### config.mk
export PLATFORM = sky130hd
export DESIGN_NAME = frame_sequencer
export DESIGN_NICKNAME = d
export VERILOG_FILES = /design/src/rtl/frame_seq_pkg.sv /design/src/rtl/box_addr.sv /design/src/rtl/frame_sequencer.sv
export SDC_FILE = /design/constraint.sdc
export NUM_CORES = 1
export LEC_CHECK = 0
export BUFFER_PORTS_ARGS = -buffer_cell sky130_fd_sc_hd__buf_4
export CAP_MARGIN = 5
export CORE_ASPECT_RATIO = 1.4
export CORE_UTILIZATION = 57
export CTS_BUF_LIST = sky130_fd_sc_hd__clkbuf_2
export DETAILED_ROUTE_END_ITERATION = 6
export PLACE_DENSITY_LB_ADDON = 0.12
export RECOVER_POWER = 25
export SLEW_MARGIN = 5
export SYNTH_ARGS = -nofsm -noshare
export SYNTH_HDL_FRONTEND = slang
export SYNTH_SLANG_ARGS = --single-unit
### constraint.sdc
create_clock -name clock -period 4.4 [get_ports clock]
set_input_delay 0.44 -clock clock [delete_from_list [all_inputs] [get_ports clock]]
set_output_delay 0.44 -clock clock [all_outputs]
set_load 0.02 [all_outputs]
### src/rtl/frame_seq_pkg.sv
// Shared definitions for the frame sequencer: FSM state encoding, screen
// geometry, sprite size and default colours.
package frame_seq_pkg;

  typedef enum logic [2:0] {
    S_INIT_DRAW  = 3'd0,
    S_WAIT_FRAME = 3'd1,
    S_ERASE      = 3'd2,
    S_REQ        = 3'd3,
    S_WAIT_CHG   = 3'd4,
    S_DRAW       = 3'd5
  } state_t;

  localparam int XMAX     = 160;
  localparam int YMAX     = 120;
  localparam int BOX      = 4;
  localparam int PIX_LAST = BOX * BOX - 1;

  localparam logic [2:0] COLOUR_FG_DEFAULT = 3'b111;
  localparam logic [2:0] COLOUR_BG_DEFAULT = 3'b000;

endpackage

### src/rtl/box_addr.sv
// Maps a 4-bit pixel offset inside the 4x4 sprite to a screen coordinate,
// wrapping at the right and bottom screen edges.
// Ports:
//   base_x/base_y : top-left corner of the sprite
//   offset        : pixel index, [1:0] = column, [3:2] = row
//   pix_x/pix_y   : wrapped screen coordinate of that pixel
module box_addr
  import frame_seq_pkg::*;
(
  input  logic [7:0] base_x,
  input  logic [6:0] base_y,
  input  logic [3:0] offset,
  output logic [7:0] pix_x,
  output logic [6:0] pix_y
);

  // One bit wider than the coordinate so the edge comparison cannot overflow.
  logic [8:0] sum_x;
  logic [7:0] sum_y;

  always_comb begin
    sum_x = {1'b0, base_x} + {7'd0, offset[1:0]};
    sum_y = {1'b0, base_y} + {6'd0, offset[3:2]};
    pix_x = (sum_x >= 9'(XMAX)) ? 8'(sum_x - 9'(XMAX)) : sum_x[7:0];
    pix_y = (sum_y >= 8'(YMAX)) ? 7'(sum_y - 8'(YMAX)) : sum_y[6:0];
  end

endmodule

### src/rtl/frame_sequencer.sv
// Animation sequencer for a 4x4 sprite: waits FRAME_TICKS running cycles,
// erases the sprite, asks the position-update logic for a new position,
// then redraws it.
// Ports:
//   clock, resetn     : clock, synchronous active-low reset
//   run               : animation enable (frame counter only advances when 1)
//   nextx, nexty      : candidate position, valid while change=1
//   change            : one-cycle pulse, accepted only in S_WAIT_CHG
//   enableGL          : one-cycle request for a new position
//   curX, curY        : committed sprite position
//   plot/vga_x/vga_y/colour : pixel-write port
//   frame_done        : one-cycle pulse after each completed redraw
//   timeout_err       : sticky, set when the change pulse never arrived
//   dbg_state         : current FSM state
// Handshake: enableGL is a single-cycle request; the responder answers with
// a single-cycle change pulse carrying nextx/nexty. A pulse outside
// S_WAIT_CHG is dropped; if none arrives in CHG_TIMEOUT cycles the old
// position is kept.
module frame_sequencer
  import frame_seq_pkg::*;
#(
  parameter int         FRAME_TICKS = 10000,
  parameter logic [7:0] START_X     = 8'd0,
  parameter logic [6:0] START_Y     = 7'd0,
  parameter logic [2:0] FG_COLOUR   = COLOUR_FG_DEFAULT,
  parameter logic [2:0] BG_COLOUR   = COLOUR_BG_DEFAULT,
  parameter int         CHG_TIMEOUT = 15
) (
  input  logic       clock,
  input  logic       resetn,
  input  logic       run,
  input  logic [7:0] nextx,
  input  logic [6:0] nexty,
  input  logic       change,
  output logic       enableGL,
  output logic [7:0] curX,
  output logic [6:0] curY,
  output logic       plot,
  output logic [7:0] vga_x,
  output logic [6:0] vga_y,
  output logic [2:0] colour,
  output logic       frame_done,
  output logic       timeout_err,
  output state_t     dbg_state
);

  localparam int WW = $clog2(CHG_TIMEOUT + 1);

  state_t        state, state_next;
  logic [19:0]   frame_cnt;
  logic [3:0]    pix_cnt;
  logic [WW-1:0] wait_cnt;
  logic [7:0]    cur_x;
  logic [6:0]    cur_y;
  logic          armed;
  logic          done_q;
  logic          err_q;
  logic [7:0]    addr_x;
  logic [6:0]    addr_y;

  logic pix_state, pix_active, pix_last, frame_hit, chg_take, chg_expire;

  // The first cycle after reset is spent idle in S_INIT_DRAW (armed=0) so
  // that the cycle following a reset edge never plots.
  assign pix_state  = (state == S_INIT_DRAW) || (state == S_ERASE) || (state == S_DRAW);
  assign pix_active = pix_state && ((state != S_INIT_DRAW) || armed);
  assign pix_last   = pix_active && (pix_cnt == 4'(PIX_LAST));
  assign frame_hit  = (state == S_WAIT_FRAME) && run && (frame_cnt == 20'(FRAME_TICKS - 1));
  assign chg_take   = (state == S_WAIT_CHG) && change;
  // A change in the final wait cycle wins over the timeout.
  assign chg_expire = (state == S_WAIT_CHG) && !change && (wait_cnt == WW'(CHG_TIMEOUT - 1));

  box_addr u_box_addr (
    .base_x (cur_x),
    .base_y (cur_y),
    .offset (pix_cnt),
    .pix_x  (addr_x),
    .pix_y  (addr_y)
  );

  always_ff @(posedge clock) begin
    if (!resetn) state <= S_INIT_DRAW;
    else         state <= state_next;
  end

  always_comb begin
    state_next = state;
    case (state)
      S_INIT_DRAW:  if (pix_last)             state_next = S_WAIT_FRAME;
      S_WAIT_FRAME: if (frame_hit)            state_next = S_ERASE;
      S_ERASE:      if (pix_last)             state_next = S_REQ;
      S_REQ:                                  state_next = S_WAIT_CHG;
      S_WAIT_CHG:   if (chg_take || chg_expire) state_next = S_DRAW;
      S_DRAW:       if (pix_last)             state_next = S_WAIT_FRAME;
      default:                                state_next = S_INIT_DRAW;
    endcase
  end

  always_ff @(posedge clock) begin
    if (!resetn) begin
      frame_cnt <= '0;
      pix_cnt   <= '0;
      wait_cnt  <= '0;
      cur_x     <= START_X;
      cur_y     <= START_Y;
      armed     <= 1'b0;
      done_q    <= 1'b0;
      err_q     <= 1'b0;
    end else begin
      armed  <= 1'b1;
      done_q <= (state == S_DRAW) && pix_last;

      // Wraps 15 -> 0 on the last pixel, ready for the next sequence.
      if (pix_active) pix_cnt <= pix_cnt + 4'd1;
      else            pix_cnt <= '0;

      if (state != S_WAIT_FRAME) frame_cnt <= '0;
      else if (frame_hit)        frame_cnt <= '0;
      else if (run)              frame_cnt <= frame_cnt + 20'd1;

      if (state == S_WAIT_CHG) wait_cnt <= wait_cnt + WW'(1);
      else                     wait_cnt <= '0;

      if (chg_take) begin
        cur_x <= nextx;
        cur_y <= nexty;
      end
      if (chg_expire) err_q <= 1'b1;
    end
  end

  assign plot        = pix_active;
  assign vga_x       = pix_active ? addr_x : 8'd0;
  assign vga_y       = pix_active ? addr_y : 7'd0;
  assign colour      = !pix_active ? 3'b000 : ((state == S_ERASE) ? BG_COLOUR : FG_COLOUR);
  assign enableGL    = (state == S_REQ);
  assign curX        = cur_x;
  assign curY        = cur_y;
  assign frame_done  = done_q;
  assign timeout_err = err_q;
  assign dbg_state   = state;

endmodule

Yosys cells after proc, flatten, opt, wreduce, memory -nomap -nowiden
Index checks and enable logic that the tools add are counted.

word-level totals
  bits in registers = 49
  bits of input ports = 19
  word-level logic and storage cells = 64

operators by class
  add/subtract/negate cells = 7
  magnitude comparators = 2
  eq/ne operators = 13
  muxes and demuxes = 12
  bitwise gates (word level) = 1
  reduce and logical (&&, ||, !) cells = 20

operators with widths
  cell                     count
  $add A20 B1 Y20 const B  1
  $eq A20 B14 Y1 const B   1
  $mux W3                  6
  $mux W8                  2
  $pmux W3 S5              1
  $mux W7                  2
  $add A8 B2 Y9            1
  $ge A9 B8 Y1 const B     1
  $add A4 B1 Y4 const B    2
  $add A7 B2 Y8            1
  $eq A4 B4 Y1 const B     2
  $ge A8 B7 Y1 const B     1
  $logic_and A1 B1 Y1      8
  $sub A8 B8 Y8 const B    1
  $sub A7 B7 Y7 const B    1
  $eq A3 B2 Y1 const B     2
  $eq A3 B3 Y1 const B     2
  $logic_or A1 B1 Y1       4
  $ne A2 B1 Y1 const B     2
  $ne A2 B2 Y1 const B     2
  $reduce_and A2 Y1        2
  $reduce_and A4 Y1        1
  $eq A3 B1 Y1 const B     1
  $logic_not A3 Y1         1
  7 further kinds          7

Depth between registers and ports, before layout
  depth in word-level cells = 7
  gate-level depth with buffers = 11
  gate-level depth less buffers = 11

By module
From an unflattened synthesis, not the netlist that was laid out.

unflattened totals
  cells, all modules = 345
  area, all modules = 2879.0 um^2

by module, submodules not included
  module           times used  cells each  area an instance (um^2)  seq. area each (um^2)
  frame_sequencer  1           258         2249.7                   980.9
  box_addr         1           87          629.4                    0.0

Worst setup path before layout
Ideal clock, no wire load.

  kind = flip-flop to output port
  start point = reg cur_y[0] (netlist: curY[0])
  end point = out vga_y[5]
  arrival time = 2.542 ns
  data required time = 3.960 ns
  slack = 1.418 ns
  stages on the path, launching flop included = 12
  path through = dfxtp_1 > ha_1 > inv_1 > fa_1 > nand3b_1 > xor2_1 > inv_1 > ha_1 > nand2_1 > nand2_1 > o31ai_1 > a311oi_1

between the ends
  word-level cells in the longest chain between the ends = 4
  elaborated cells between the ends (all ways) = 5

RTL lines
  element                                        line                    text
  start, declared                                frame_sequencer.sv:54   logic [6:0] cur_y;
  start signal, assigned                         frame_sequencer.sv:126  cur_y <= nexty;
  $add A7 B2 Y8 *                                box_addr.sv:23          sum_y = {1'b0, base_y} + {6'd0, offset[3:2]};
  $sub A7 B7 Y7 or $ge A8 B7 Y1 (tied branches)  box_addr.sv:25          pix_y = (sum_y >= 8'(YMAX)) ? 7'(sum_y - 8'(YMAX)) : sum_y[6:0];
  $mux W7 *                                      box_addr.sv:25
  $mux W7 *                                      frame_sequencer.sv:134  assign vga_y = pix_active ? addr_y : 7'd0;
  end, declared                                  frame_sequencer.sv:40   output logic [6:0] vga_y,

Mark *: on every way between the ends. The rest lies on a longest branch, timed or not.

Final worst setup path
  start point = reg pix_cnt[2]
  end point = out vga_y[5]

between the ends
  word-level cells in the longest chain between the ends = 4
  elaborated cells between the ends (all ways) = 5

RTL lines
  element                                        line                    text
  start, declared                                frame_sequencer.sv:51   logic [3:0] pix_cnt;
  start signal, assigned                         frame_sequencer.sv:114  if (pix_active) pix_cnt <= pix_cnt + 4'd1;
  $add A7 B2 Y8 *                                box_addr.sv:23
  $sub A7 B7 Y7 or $ge A8 B7 Y1 (tied branches)  box_addr.sv:25
  $mux W7 *                                      box_addr.sv:25
  $mux W7 *                                      frame_sequencer.sv:134

Marks and branches as above.

==> flow_summary.yaml <==
cts:
  clk_path_buf_depth: 2
  cts.repair_timing.setup_buffer_count: 0
  post_cts.resized_instances: 0
  clock_tree_from_tritoncts: "built"
  num_cts_buffers: 5
  cts_num_sinks: 49
  cts.reportedPaths.clkPinSlew_ns: 0.24
  ctsRootBufferMaster: "sky130_fd_sc_hd__clkbuf_2"
  clock_tree.htree_level_count: 2
  clock_insertion_delay_worst_skew_ns: 0.42
  hold_buffers: 0
cells_and_area:
  antenna_cells_inserted: 0
  nets: 415
  area_growth_syn_to_layout_pct: 16.0
  mostFrequentLayoutCells: "sky130_fd_sc_hd__nand2_1, sky130_fd_sc_hd__dfxtp_1, sky130_fd_sc_hd__buf_4"
  nFillCells: 451
  layout_commonest_cell: "sky130_fd_sc_hd__nand2_1"
  layout-drive-gt1-share_pct: 17.6
  sequential_cell_area_um2: 981
  design_area_mm2: 0.00309
  multiInputGateArea_mm2: 0.00155
floorplanning:
  boundaryPins: 59
  rows: 29
  floorplan.die_area_mm2: 0.00495
  initial_utilization_pct: 59.2
  design.core.area_mm2: 0.00450
  chipHeight_um: 82.9
  floorplan.die.width_um: 59.8
sta:
  final_max_slew_viol_count: 0
  least_margin_pin_slew_ns: 0.619
  setup_total_negative_slack_ns: 0
  timing.max_slew.rel_slack_pct: 58.4
  maxClockFrequency_ghz: 0.306
  final-setup-viol-count: 0
  period_share_pct: 74.3
  fin_worst_skew_ns: 0.0121
  grt_setup_unrepaired: "false"
  period_minus_slack_ns: 3.27
  hold_violation_count_in_the_final_report: 0
synth:
  synth_seq_cells: 49
  synth_ff_type: "sky130_fd_sc_hd__dfxtp_1"
  yosysSeqAreaShare_pct: 36.8
  synthesis.instances: 335
  synth_area_leaders: "sky130_fd_sc_hd__dfxtp_1, sky130_fd_sc_hd__nand2_1, sky130_fd_sc_hd__xnor2_1"
  count_of_flip_flops_with_a_built_in_enable_after_synthesis: 0
  syn_area_mm2: 0.00266
  synth-async-reset-ratio_pct: 0
  top_cell_type_by_total_area_after_synthesis: "sky130_fd_sc_hd__dfxtp_1"
  netlist-cell-type-count: 55
  post-synth-top-area-fraction_pct: 36.8
  synth_area_per_cell_um2: 7.95
  syn_nets: 365
  synth_warnings: 0
power:
  peakVddDrop_mv: 0.148
  pwr_density_cell_mw_per_mm2: 212
  cellLeakagePower_nw: 1.09
drt:
  dr_vias: 2418
  post_drt_via_cell_ratio: 5.40
  remaining_drc_errors: 0
  wl_per_cell_um: 12.1
  wl_mm: 5.44
  drt.antenna.violating_nets: 0
  drt_iter0_drc: 134
  drt_pass1_iterations: 4
run_status:
  status: "complete, no violations"
global_routing:
  global_route.usage.total_pct: 22.7
  wire_length_of_the_first_global_routing_pass_mm: 8.97
  number_of_antenna_violations_at_the_first_check_in_global_routing: 0
  first_global_vias: 2148
  grt_remaining_overflow: 0
  grt_max_degree: 20
placed_design:
  hpwlAfterDp_mm: 4.07
  gpl.final_weighted_congestion: 0.790
  postPlaceCellArea_mm2: 0.00310
  buffer_ports.inserted: 58
setup_path:
  worstPathArrival_ns: 2.83
  start_kind: "flop"
  worstSetupPathType: "flop to output port"
  top_fanout_value_on_the_critical_path: 4
  cp_data_required_time_ns: 3.96
  worst_setup_path_end_kind: "output port"
job:
  drv_cap: 0
min_path:
  worstHoldPathType: "input pin to flop"
## power breakdown
part	leakage [nW]	internal, mW	switching [mW]
clock network	0.0287	0.0371	0.140
logic	0.662	0.0158	0.0162
registers	0.395	0.447	0.00118
## through the flow
stage | hold slack, ns | setup WS (ns) | power, mW | instances | utilization (%)
3_5_place_dp | 0.460 | 1.63 | 0.489 | 440 | 69.0
5_1_grt | 0.201 | 0.923 | 0.684 | 448 | 68.7
4_1_cts | 0.142 | 1.12 | 0.667 | 448 | 69.9
6_report | 0.231 | 1.13 | 0.656 | 448 | 68.7
2_1_floorplan | 0.430 | 1.42 | 0.470 | 335 | -
3_3_place_gp | 0.448 | 1.68 | 0.488 | 440 | 69.0
## sequential cells by signal, summed over array words and instances (netlist names)
register	count
frame_cnt	20
dbg_state	3
armed	1
curX	8
timeout_err	1
frame_done	1
pix_cnt	4
curY	7
wait_cnt	4
## worst max-delay path: stages (launching register included)
cell	delay (ns)
sky130_fd_sc_hd__dfxtp_1	0.44
sky130_fd_sc_hd__ha_1	0.23
sky130_fd_sc_hd__inv_1	0.07
sky130_fd_sc_hd__fa_1	0.41
sky130_fd_sc_hd__nand3b_1	0.19
sky130_fd_sc_hd__xor2_1	0.18
sky130_fd_sc_hd__inv_1	0.11
sky130_fd_sc_hd__ha_1	0.22
sky130_fd_sc_hd__nand2_1	0.07
sky130_fd_sc_hd__nand2_1	0.05
sky130_fd_sc_hd__o31ai_1	0.21
sky130_fd_sc_hd__a311oi_1	0.08
sky130_fd_sc_hd__buf_4	0.18
## synth_stat cells, types with 3 or more instances
cell type,n
sky130_fd_sc_hd__nand2_1,53
sky130_fd_sc_hd__dfxtp_1,49
sky130_fd_sc_hd__nor2_1,33
sky130_fd_sc_hd__a21oi_1,23
sky130_fd_sc_hd__xnor2_1,15
sky130_fd_sc_hd__inv_1,14
sky130_fd_sc_hd__nand3_1,13
sky130_fd_sc_hd__clkbuf_1,10
sky130_fd_sc_hd__nor2_2,10
sky130_fd_sc_hd__nor3_1,10
sky130_fd_sc_hd__ha_1,9
sky130_fd_sc_hd__nor4_1,9
sky130_fd_sc_hd__xor2_1,8
sky130_fd_sc_hd__nand4_1,7
sky130_fd_sc_hd__o21ai_0,6
sky130_fd_sc_hd__and3_1,5
sky130_fd_sc_hd__and2_1,4
sky130_fd_sc_hd__nor3b_1,4
sky130_fd_sc_hd__a31oi_1,3
sky130_fd_sc_hd__nor2b_1,3
sky130_fd_sc_hd__or3_1,3
## kinds of logic (layout without fill, tap and decap cells)
| family | after synthesis | after routing | share of synthesized area, % |
|---|---|---|---|
| and+or+nand+nor | 171 | 171 | 32.7 |
| DFF | 49 | 49 | 36.8 |
| AOI/OAI and AO/OA | 48 | 48 | 11.4 |
| buffers and inverters | 31 | 82 | 5.03 |
| xor gates and xnor gates | 23 | 23 | 7.56 |
| adders and majority gates | 11 | 11 | 5.73 |
| muxes | 2 | 2 | 0.752 |
## final cells by class
| cell class | instances | share of cell area, % |
|---|---|---|
| multi-input combinational | 255 | 50.1 |
| clock inverter | 3 | 0.567 |
| timing repair buffer | 58 | 12.3 |
| sequential | 49 | 31.8 |
| tap | 62 | 2.51 |
| inverter | 16 | 1.94 |
| clock buffer | 5 | 0.810 |
## per-layer routing
| layer | up-vias | track usage (%) | part of all wire (%) |
|---|---|---|---|
| met2 | 40 | 42.3 | 53 |
| met1 | 1124 | 24.5 | 42 |
| met4 | 0 | 7.19 | 1.2 |
| met5 | - | 0 | 0 |
| met3 | 6 | 4.21 | 3.8 |
| li1 | 1248 | - | - |
## final timing paths
path / start / end / cells after the start / slack (ns)
setup / recovery: pix_cnt[2] / vga_y[5] / 12 / 1.13
hold / removal: nextx[3] / curX[3] / 3 / 0.23
setup reg to reg: frame_cnt[7] / frame_cnt[7] / 4 / 2.20
hold reg to reg: curY[0] / curY[0] / 2 / 0.49
(Power assumes the default switching activity.)
